===== src/rtl/seg_msg_scroller.sv =====
// 7-segment message scroller: debounced manual stepping or prescaled auto scrolling with pause.
// Latency: seg registered one edge behind idx; button press reaches idx DEBOUNCE_CYCLES+2 edges after btn rises.
// Backpressure: none; free-running display path, every step is taken on the edge it occurs.
module seg_msg_scroller #(
    parameter int MSG_LEN         = 14,
    parameter int DEBOUNCE_CYCLES = 65536,
    parameter int AUTO_PERIOD     = 4194304
) (
    input  logic       clk,
    input  logic       rst,
    input  logic       btn,
    input  logic       mode_auto,
    input  logic       dir,
    input  logic [1:0] speed,
    output logic [7:0] seg,
    output logic [3:0] idx,
    output logic       paused,
    output logic       wrap
);
    localparam int              DB_W        = $clog2(DEBOUNCE_CYCLES);
    localparam int              PS_W        = $clog2(AUTO_PERIOD);
    localparam logic [3:0]      LAST_IDX    = 4'(MSG_LEN - 1);
    localparam logic [DB_W-1:0] DB_LAST     = DB_W'(DEBOUNCE_CYCLES - 1);
    localparam logic [31:0]     PERIOD_FULL = 32'(AUTO_PERIOD);

    typedef enum logic [1:0] {MANUAL, AUTO_RUN, AUTO_PAUSED} state_t;

    state_t          state, state_nxt;
    logic            btn_m, btn_s, db, db_d, press;
    logic [DB_W-1:0] db_cnt;
    logic            mode_q, mode_chg;
    logic [PS_W-1:0] ps, ps_nxt, ps_lim;
    logic            step, step_wrap;
    logic [3:0]      idx_nxt;

    function automatic logic [7:0] rom_lookup(input logic [3:0] a);
        case (a)
            4'd0:    rom_lookup = 8'h80;
            4'd1:    rom_lookup = 8'h5B;
            4'd2:    rom_lookup = 8'h4F;
            4'd3:    rom_lookup = 8'h15;
            4'd4:    rom_lookup = 8'h7E;
            4'd5:    rom_lookup = 8'h0E;
            4'd6:    rom_lookup = 8'h5F;
            4'd7:    rom_lookup = 8'h3E;
            4'd8:    rom_lookup = 8'h0E;
            4'd9:    rom_lookup = 8'h5F;
            4'd10:   rom_lookup = 8'h7E;
            4'd11:   rom_lookup = 8'h15;
            4'd12:   rom_lookup = 8'h3E;
            4'd13:   rom_lookup = 8'h0E;
            default: rom_lookup = 8'h00;
        endcase
    endfunction

    // Synchroniser plus debounce: db only follows btn_s after it has differed for DEBOUNCE_CYCLES cycles
    always_ff @(posedge clk) begin
        if (rst) begin
            btn_m  <= 1'b0;
            btn_s  <= 1'b0;
            db     <= 1'b0;
            db_d   <= 1'b0;
            db_cnt <= '0;
        end else begin
            btn_m <= btn;
            btn_s <= btn_m;
            db_d  <= db;
            if (btn_s == db) begin
                db_cnt <= '0;
            end else if (db_cnt == DB_LAST) begin
                db     <= btn_s;
                db_cnt <= '0;
            end else begin
                db_cnt <= db_cnt + DB_W'(1);
            end
        end
    end

    assign press    = db & ~db_d;
    assign mode_chg = mode_auto != mode_q;
    assign ps_lim   = PS_W'((PERIOD_FULL >> speed) - 32'd1);
    assign paused   = (state == AUTO_PAUSED);

    always_comb begin
        state_nxt = state;
        ps_nxt    = ps;
        step      = 1'b0;
        if (mode_chg) begin
            // A mode flip swallows any coincident press
            state_nxt = mode_auto ? AUTO_RUN : MANUAL;
            ps_nxt    = '0;
        end else begin
            case (state)
                MANUAL: begin
                    ps_nxt = '0;
                    step   = press;
                end
                AUTO_RUN: begin
                    if (ps > ps_lim) begin
                        ps_nxt = '0;
                    end else if (ps == ps_lim) begin
                        ps_nxt = '0;
                        step   = 1'b1;
                    end else begin
                        ps_nxt = ps + PS_W'(1);
                    end
                    if (press) state_nxt = AUTO_PAUSED;
                end
                AUTO_PAUSED: begin
                    if (press) state_nxt = AUTO_RUN;
                end
                default: state_nxt = MANUAL;
            endcase
        end
    end

    always_comb begin
        if (dir) begin
            step_wrap = (idx == 4'd0);
            idx_nxt   = step_wrap ? LAST_IDX : idx - 4'd1;
        end else begin
            step_wrap = (idx == LAST_IDX);
            idx_nxt   = step_wrap ? 4'd0 : idx + 4'd1;
        end
    end

    always_ff @(posedge clk) begin
        if (rst) begin
            state  <= MANUAL;
            ps     <= '0;
            mode_q <= 1'b0;
            idx    <= 4'd0;
            wrap   <= 1'b0;
            seg    <= 8'h00;
        end else begin
            state  <= state_nxt;
            ps     <= ps_nxt;
            mode_q <= mode_auto;
            wrap   <= step & step_wrap;
            seg    <= rom_lookup(idx);
            if (step) idx <= idx_nxt;
        end
    end
endmodule


===== config.mk =====
export PLATFORM = sky130hd
export DESIGN_NAME = seg_msg_scroller
export DESIGN_NICKNAME = d
export VERILOG_FILES = /design/src/rtl/seg_msg_scroller.sv
export SDC_FILE = /design/constraint.sdc
export NUM_CORES = 1
export LEC_CHECK = 0
export CAP_MARGIN = 5
export CORE_MARGIN = 10
export CORE_UTILIZATION = 55
export CTS_BUF_LIST = sky130_fd_sc_hd__clkbuf_4
export CTS_CLUSTER_SIZE = 16
export DETAILED_ROUTE_END_ITERATION = 6
export GPL_TIMING_DRIVEN = 0
export HOLD_SLACK_MARGIN = 0.02
export PLACE_DENSITY = 0.78
export RECOVER_POWER = 100
export SLEW_MARGIN = 10
export SYNTH_ARGS = -nofsm -noshare
export SYNTH_HDL_FRONTEND = slang
export SYNTH_SLANG_ARGS = --single-unit

===== constraint.sdc =====
create_clock -name clk -period 2.3 [get_ports clk]
set_clock_uncertainty 0.15 [all_clocks]
set_input_delay 0.46 -clock clk [delete_from_list [all_inputs] [get_ports clk]]
set_output_delay 0.46 -clock clk [all_outputs]
set_load 0.005 [all_outputs]

==> impl_metrics.csv, run 1 <==
group,metric,value,unit
synthesis,ys_warn_count,0,
sta,worst_slew_pin_slew,578,ps
sta,max_freq,448,MHz
clock_network,cts_buffer_depth,2,
clock_network,clock_latency,430,ps
route,top_layer_used,"met4",
floorplan,start_util,0.571,
synthesis,synth_nets,367,
placement,dp.cells,440,
worst_hold_path,hp-class,"register to register",
setup_path,required,2480,ps
power,p_per_area,525,nW/µm²
placement,port_buffers,20,
synthesis,synth_area,2940,µm²
clock_network,htreeDepth,3,
final_layout,fill_cells,471,
setup_path,cp_max_fo,5,
setup_path,start_kind,"primary input",
floorplan,die-area,8660,µm²
final_layout,antennaDiodeCount,0,
route,routed_wl,6840,µm
clock_network,postCtsHoldBufs,0,
sta,min_period,2230,ps
placement,place.gp.congestion,0.897,
power,ir_worst_vdd,0.000397,V
synthesis,syn_avg_cell_area,8.39,µm²
placement,dpl.hpwl,4650,µm
synthesis,ys_seq_elements,57,
clock_network,cts_root_buf,"clkbuf_4",
synthesis,synth-async-reset-ratio,0,
route,via_per_inst,5.80,
sta,rsz0062_at_grt,"false",
final_layout,layout_commonest_cell,"dfxtp_1",
floorplan,rows,26,
global_routing,grt_max_degree,11,
route,wl_met2,3280,µm
final_layout,layout_common_cells,"dfxtp_1, nor2_1, nand2_1, nand3_1, a21oi_1",
route,vias,2697,
clock_network,clock-sinks,57,
worst_hold_path,hold_path_depth,1,
final_layout,layout.cells.non_filler,465,
outcome,status,"finished clean",
power,leakagePower,1.28,nW
sta,hold_violations,0,
setup_path,crit_arrival,2410,ps
global_routing,grt_pass1_vias,2605,
synthesis,synth_flop_cell,"dfxtp_1",
clock_network,cts_made_buffers,9,
route,wl_per_cell,14.7,µm
synthesis,synth.yosys.seq_area_share,0.389,
route,wl_met1,2970,µm
sta,slew_violations,0,
final_layout,drive_gt1_frac,0.142,
global_routing,grt-ovfl-total,0,
sta,setup-violations-final,0,
route,drtPass1Iterations,4,
clock_network,tritoncts,"yes",
global_routing,grt_usage,0.164,
global_routing,grt_pass1_wl,11800,µm
synthesis,synth_cells,350,
setup_path,path_class,"primary input to register",
floorplan,die_w,93.1,µm
sta,relSlewSlack,0.614,
sta,hold_slack,297,ps
floorplan,core,5140,µm²
setup_path,r2r_cells,8,
route,wl_met3,419,µm
synthesis,synth_edf_count,0,
global_routing,antenna_found_initial,0,
floorplan,die_y,93.1,µm
sta,timing.final.crit_share,0.971,
setup_path,endpoint_kind,"register",
job,cap_violations,0,
clock_network,path_clk_slew,90,ps
final_layout,syn_to_final_growth,19.8,%
final_layout,final_nets,407,
route,drc,0,
route,drtIter0Drc,175,
floorplan,ioPinCount,21,
route,ant_nets,0,
synthesis,ys_types,56,
per-stage QoR:
stage	setup TNS, ps	total power [mW]	setup slack [ps]	utilization	cell area (µm²)
6_report	0	1.85	65.7	0.685	3520
5_1_grt	0	1.91	7.02	0.685	3520
4_1_cts	0	1.85	16.8	0.677	3480
3_5_place_dp	-17610	1.11	-705	0.630	3240
3_3_place_gp	-15780	1.11	-697	0.630	3240
2_1_floorplan	0	1.08	18.5	-	2950
path summary, 6_finish.rpt:
kind / startpoint / to / slack, ps
worst max-delay path: speed[1] / ps[17]$_SDFFE_PP0N_ / 70
worst min-delay path: db_cnt[0]$_SDFF_PP0_ / db_cnt[0]$_SDFF_PP0_ / 300
worst max register to register: ps[20]$_SDFFE_PP0N_ / ps[6]$_SDFFE_PP0N_ / 80
worst min register to register: db_cnt[0]$_SDFF_PP0_ / db_cnt[0]$_SDFF_PP0_ / 300
critical path, stage by stage:
cell,delay [ps]
dlygate4sd2_1,260
or2_4,260
ha_4,280
nand3_1,160
nor2_2,280
a211oi_4,130
clkbuf_2,180
a21o_1,170
a22o_1,220
flip-flops by register name, indices dropped and copies added (netlist names):
signal  cells
seg         7
db_d        1
db          1
wrap        1
state       2
mode_q      1
ps         22
db_cnt     16
idx         4
btn_s       1
btn_m       1
Yosys cell counts, types with 2 or more instances:
cell type / number / area share
clkbuf_1: 9 / 0.012
nor3b_1: 2 / 0.0051
a21oi_1: 20 / 0.034
nor3_1: 11 / 0.019
nand4_1: 9 / 0.019
a41oi_1: 3 / 0.0089
xor2_1: 6 / 0.018
and3_1: 3 / 0.0064
xnor2_1: 12 / 0.036
nand4b_1: 2 / 0.0060
a211o_1: 2 / 0.0060
mux2_2: 2 / 0.0077
nand3_1: 23 / 0.039
nand2b_1: 2 / 0.0043
a22oi_1: 2 / 0.0051
or2b_1: 2 / 0.0051
buf_2: 2 / 0.0034
mux2i_1: 3 / 0.010
dfxtp_1: 57 / 0.39
nor4_1: 3 / 0.0064
nor2b_1: 7 / 0.015
a211oi_1: 6 / 0.015
o21ai_0: 15 / 0.026
or3_1: 4 / 0.0085
a22o_1: 3 / 0.0089
and2_1: 3 / 0.0064
inv_1: 12 / 0.015
a311oi_1: 3 / 0.0089
or2_2: 4 / 0.0085
ha_1: 10 / 0.043
a21o_1: 5 / 0.013
nor2_1: 45 / 0.058
a31oi_1: 10 / 0.021
nand3b_1: 3 / 0.0077
nand2_1: 23 / 0.029
buf_1: 2 / 0.0026
cell type report:
| cell class | count | area [µm²] | share of cell area |
|---|---|---|---|
| Clock inverter | 4 | 43.8 | 0.0124 |
| Sequential cell | 57 | 1140 | 0.325 |
| Multi-Input combinational cell | 264 | 1730 | 0.492 |
| Inverter | 12 | 45.0 | 0.0128 |
| Tap cell | 70 | 87.6 | 0.0249 |
| Timing Repair Buffer | 31 | 277 | 0.0786 |
| Clock buffer | 12 | 90.1 | 0.0256 |
| Buffer | 15 | 98.8 | 0.0281 |
cell families after synthesis:
family | synth area share
AOI/OAI and AO/OA | 0.173
adders and majority gates | 0.0426
xor gates and xnor gates | 0.0537
buffers and inverters | 0.0456
and+or+nand+nor | 0.278
DFF | 0.389
muxes | 0.0179
metal layers:
layer	GRT usage	up-vias
li1	-	1343
met1	0.186	1257
met2	0.266	76
met3	0.0576	21
met4	0.0900	0
met5	0	-
repair_timing:
action | 4_1_cts | 5_1_grt
cloned | 2 | 0
setup buffers | 6 | 3
gates resized for setup | 11 | 9
pin swaps | 7 | 3
setup endpoints to repair | 28 | 33
report_power, final:
part / internal [mW] / leakage (nW) / switching (mW)
clock network: 0.361 / 0.0787 / 0.387
registers: 0.992 / 0.462 / 0.00634
logic: 0.0439 / 0.737 / 0.0551
(Power assumes the default switching activity.)
==> run 2: changes to the inputs <==
- CORE_ASPECT_RATIO: default -> 1.1
- REMOVE_ABC_BUFFERS: default -> 1
==> run 2 against run 1 <==
  * First-iteration DRC count decreased by 4.6%
  * Sequential cell count did not move
  * Clock power is 6.1% lower
  * Non-clock buffer count is 12 lower
  * Sequential power barely moved
  * Utilization grew 0.15 points
  * Cell area fell by 0.53%
  * Critical path depth is 2 lower
  * Worst hold slack lost 4.4 ps
==> impl_metrics.csv, run 2 (synthesis results as in run 1) <==
group,metric,value,unit
outcome,status,"finished clean",
floorplan,core,5100,µm²
global_routing,grt_usage,0.167,
clock_network,clock_latency,410,ps
final_layout,final_nets,396,
global_routing,grt_pass1_wl,11800,µm
sta,timing.final.crit_share,0.969,
sta,slew_violations,0,
clock_network,clock-sinks,57,
global_routing,grt_max_degree,22,
setup_path,start_kind,"register",
final_layout,syn_to_final_growth,19.2,%
route,wl_per_cell,15.1,µm
placement,place.gp.congestion,0.844,
setup_path,required,2490,ps
sta,setup-violations-final,0,
final_layout,drive_gt1_frac,0.147,
global_routing,grt_pass1_vias,2609,
worst_hold_path,hp-class,"register to register",
placement,dpl.hpwl,4360,µm
clock_network,htreeDepth,3,
route,routed_wl,6850,µm
sta,relSlewSlack,0.513,
route,drc,0,
placement,pre_cts_ws,-987,ps
route,drtPass1Iterations,5,
final_layout,layout_common_cells,"dfxtp_1, nor2_1, nand2_1, nand3_1, a21oi_1",
final_layout,reg_top3,"ps (22), db_cnt (16), seg (7)",
power,ir_worst_vdd,0.000422,V
clock_network,path_clk_slew,110,ps
route,drtIter0Drc,167,
final_layout,antennaDiodeCount,0,
sta,hold_slack,292,ps
route,via_per_inst,5.96,
clock_network,cts_root_buf,"clkbuf_4",
final_layout,top_register,"ps",
floorplan,start_util,0.576,
clock_network,cts_made_buffers,9,
placement,port_buffers,20,
floorplan,die_w,89.7,µm
clock_network,tritoncts,"yes",
clock_network,cts_buffer_depth,2,
sta,layout_setup_ws,71.6,ps
global_routing,grt-ovfl-total,0,
floorplan,die_y,96.6,µm
power,leakagePower,1.24,nW
job,cap_violations,0,
sta,max_freq,449,MHz
final_layout,largest_register_ffs,22,
setup_path,path_class,"register to register",
setup_path,endpoint_kind,"register",
final_layout,fill_cells,406,
setup_path,crit_arrival,2420,ps
sta,rsz0062_at_grt,"false",
floorplan,rows,27,
sta,worst_slew_pin_slew,731,ps
global_routing,antenna_found_initial,0,
sta,hold_violations,0,
floorplan,die-area,8670,µm²
sta,min_period,2230,ps
setup_path,cp_max_fo,5,
route,ant_nets,0,
floorplan,ioPinCount,21,
route,vias,2708,
final_layout,layout_commonest_cell,"dfxtp_1",
power,p_per_area,516,nW/µm²
[run 2: per-stage QoR]
step | total power [mW] | setup TNS, ps | area [µm²] | util | std cells
finish | 1.81 | 0 | 3500 | 0.686 | 454
global route | 1.88 | 0 | 3500 | 0.686 | 454
CTS | 1.82 | 0 | 3460 | 0.679 | 450
detailed placement | 1.10 | -19470 | 3140 | 0.615 | 425
global placement | 1.10 | -18530 | 3140 | 0.615 | 425
floorplan | 1.07 | -1230 | 2850 | - | 333
[run 2: final timing paths]
check                            start                    to  slack [ps]  cells after the start
setup / recovery   ps[20]$_SDFFE_PP0N_    ps[9]$_SDFFE_PP0N_          70                      7
hold / removal    db_cnt[0]$_SDFF_PP0_  db_cnt[0]$_SDFF_PP0_         290                      1
setup reg to reg   ps[20]$_SDFFE_PP0N_    ps[9]$_SDFFE_PP0N_          70                      7
hold reg to reg   db_cnt[0]$_SDFF_PP0_  db_cnt[0]$_SDFF_PP0_         290                      1
[run 2: critical path, stage by stage, from the launching register on]
cell and delay, ps:
dfxtp_2 350, ha_1 300, a21o_1 220, a211o_4 370, a211oi_4 240, buf_12 150, or2b_1 220, a31oi_1 160
[run 2: final cells by class]
cell class              count  area, µm²  area share
clock buffers               9       67.6      0.0193
clock inverters             5       58.8      0.0168
multi-input cells         265       1760       0.502
well taps                  72       90.1      0.0257
inverters                  12       45.0      0.0129
flip-flops and latches     57       1150       0.329
repair buffers             34        330      0.0944
[run 2: metal layers]
metal | GRT usage | share of wire | wire [µm]
met1 | 0.185 | 0.41 | 2810
met2 | 0.256 | 0.48 | 3300
met3 | 0.0737 | 0.071 | 486
met4 | 0.0985 | 0.038 | 259
met5 | 0 | 0 | 0
[run 2: repair_timing]
action / in CTS / in global routing
setup endpoints to repair: 28 / 20
pin swaps: 9 / 2
resized for setup: 22 / 5
endpoints found under the hold margin: 0 / 0
hold buffers: 0 / 0
cloned: 2 / 0
setup buffers: 9 / 4
[run 2: report_power, final]
| group | internal (mW) | total (mW) | switching (mW) |
|---|---|---|---|
| sequential | 0.991 | 0.997 | 0.00575 |
| combinational | 0.0467 | 0.107 | 0.0603 |
| clock | 0.319 | 0.702 | 0.383 |
| total | 1.36 | 1.81 | 0.449 |
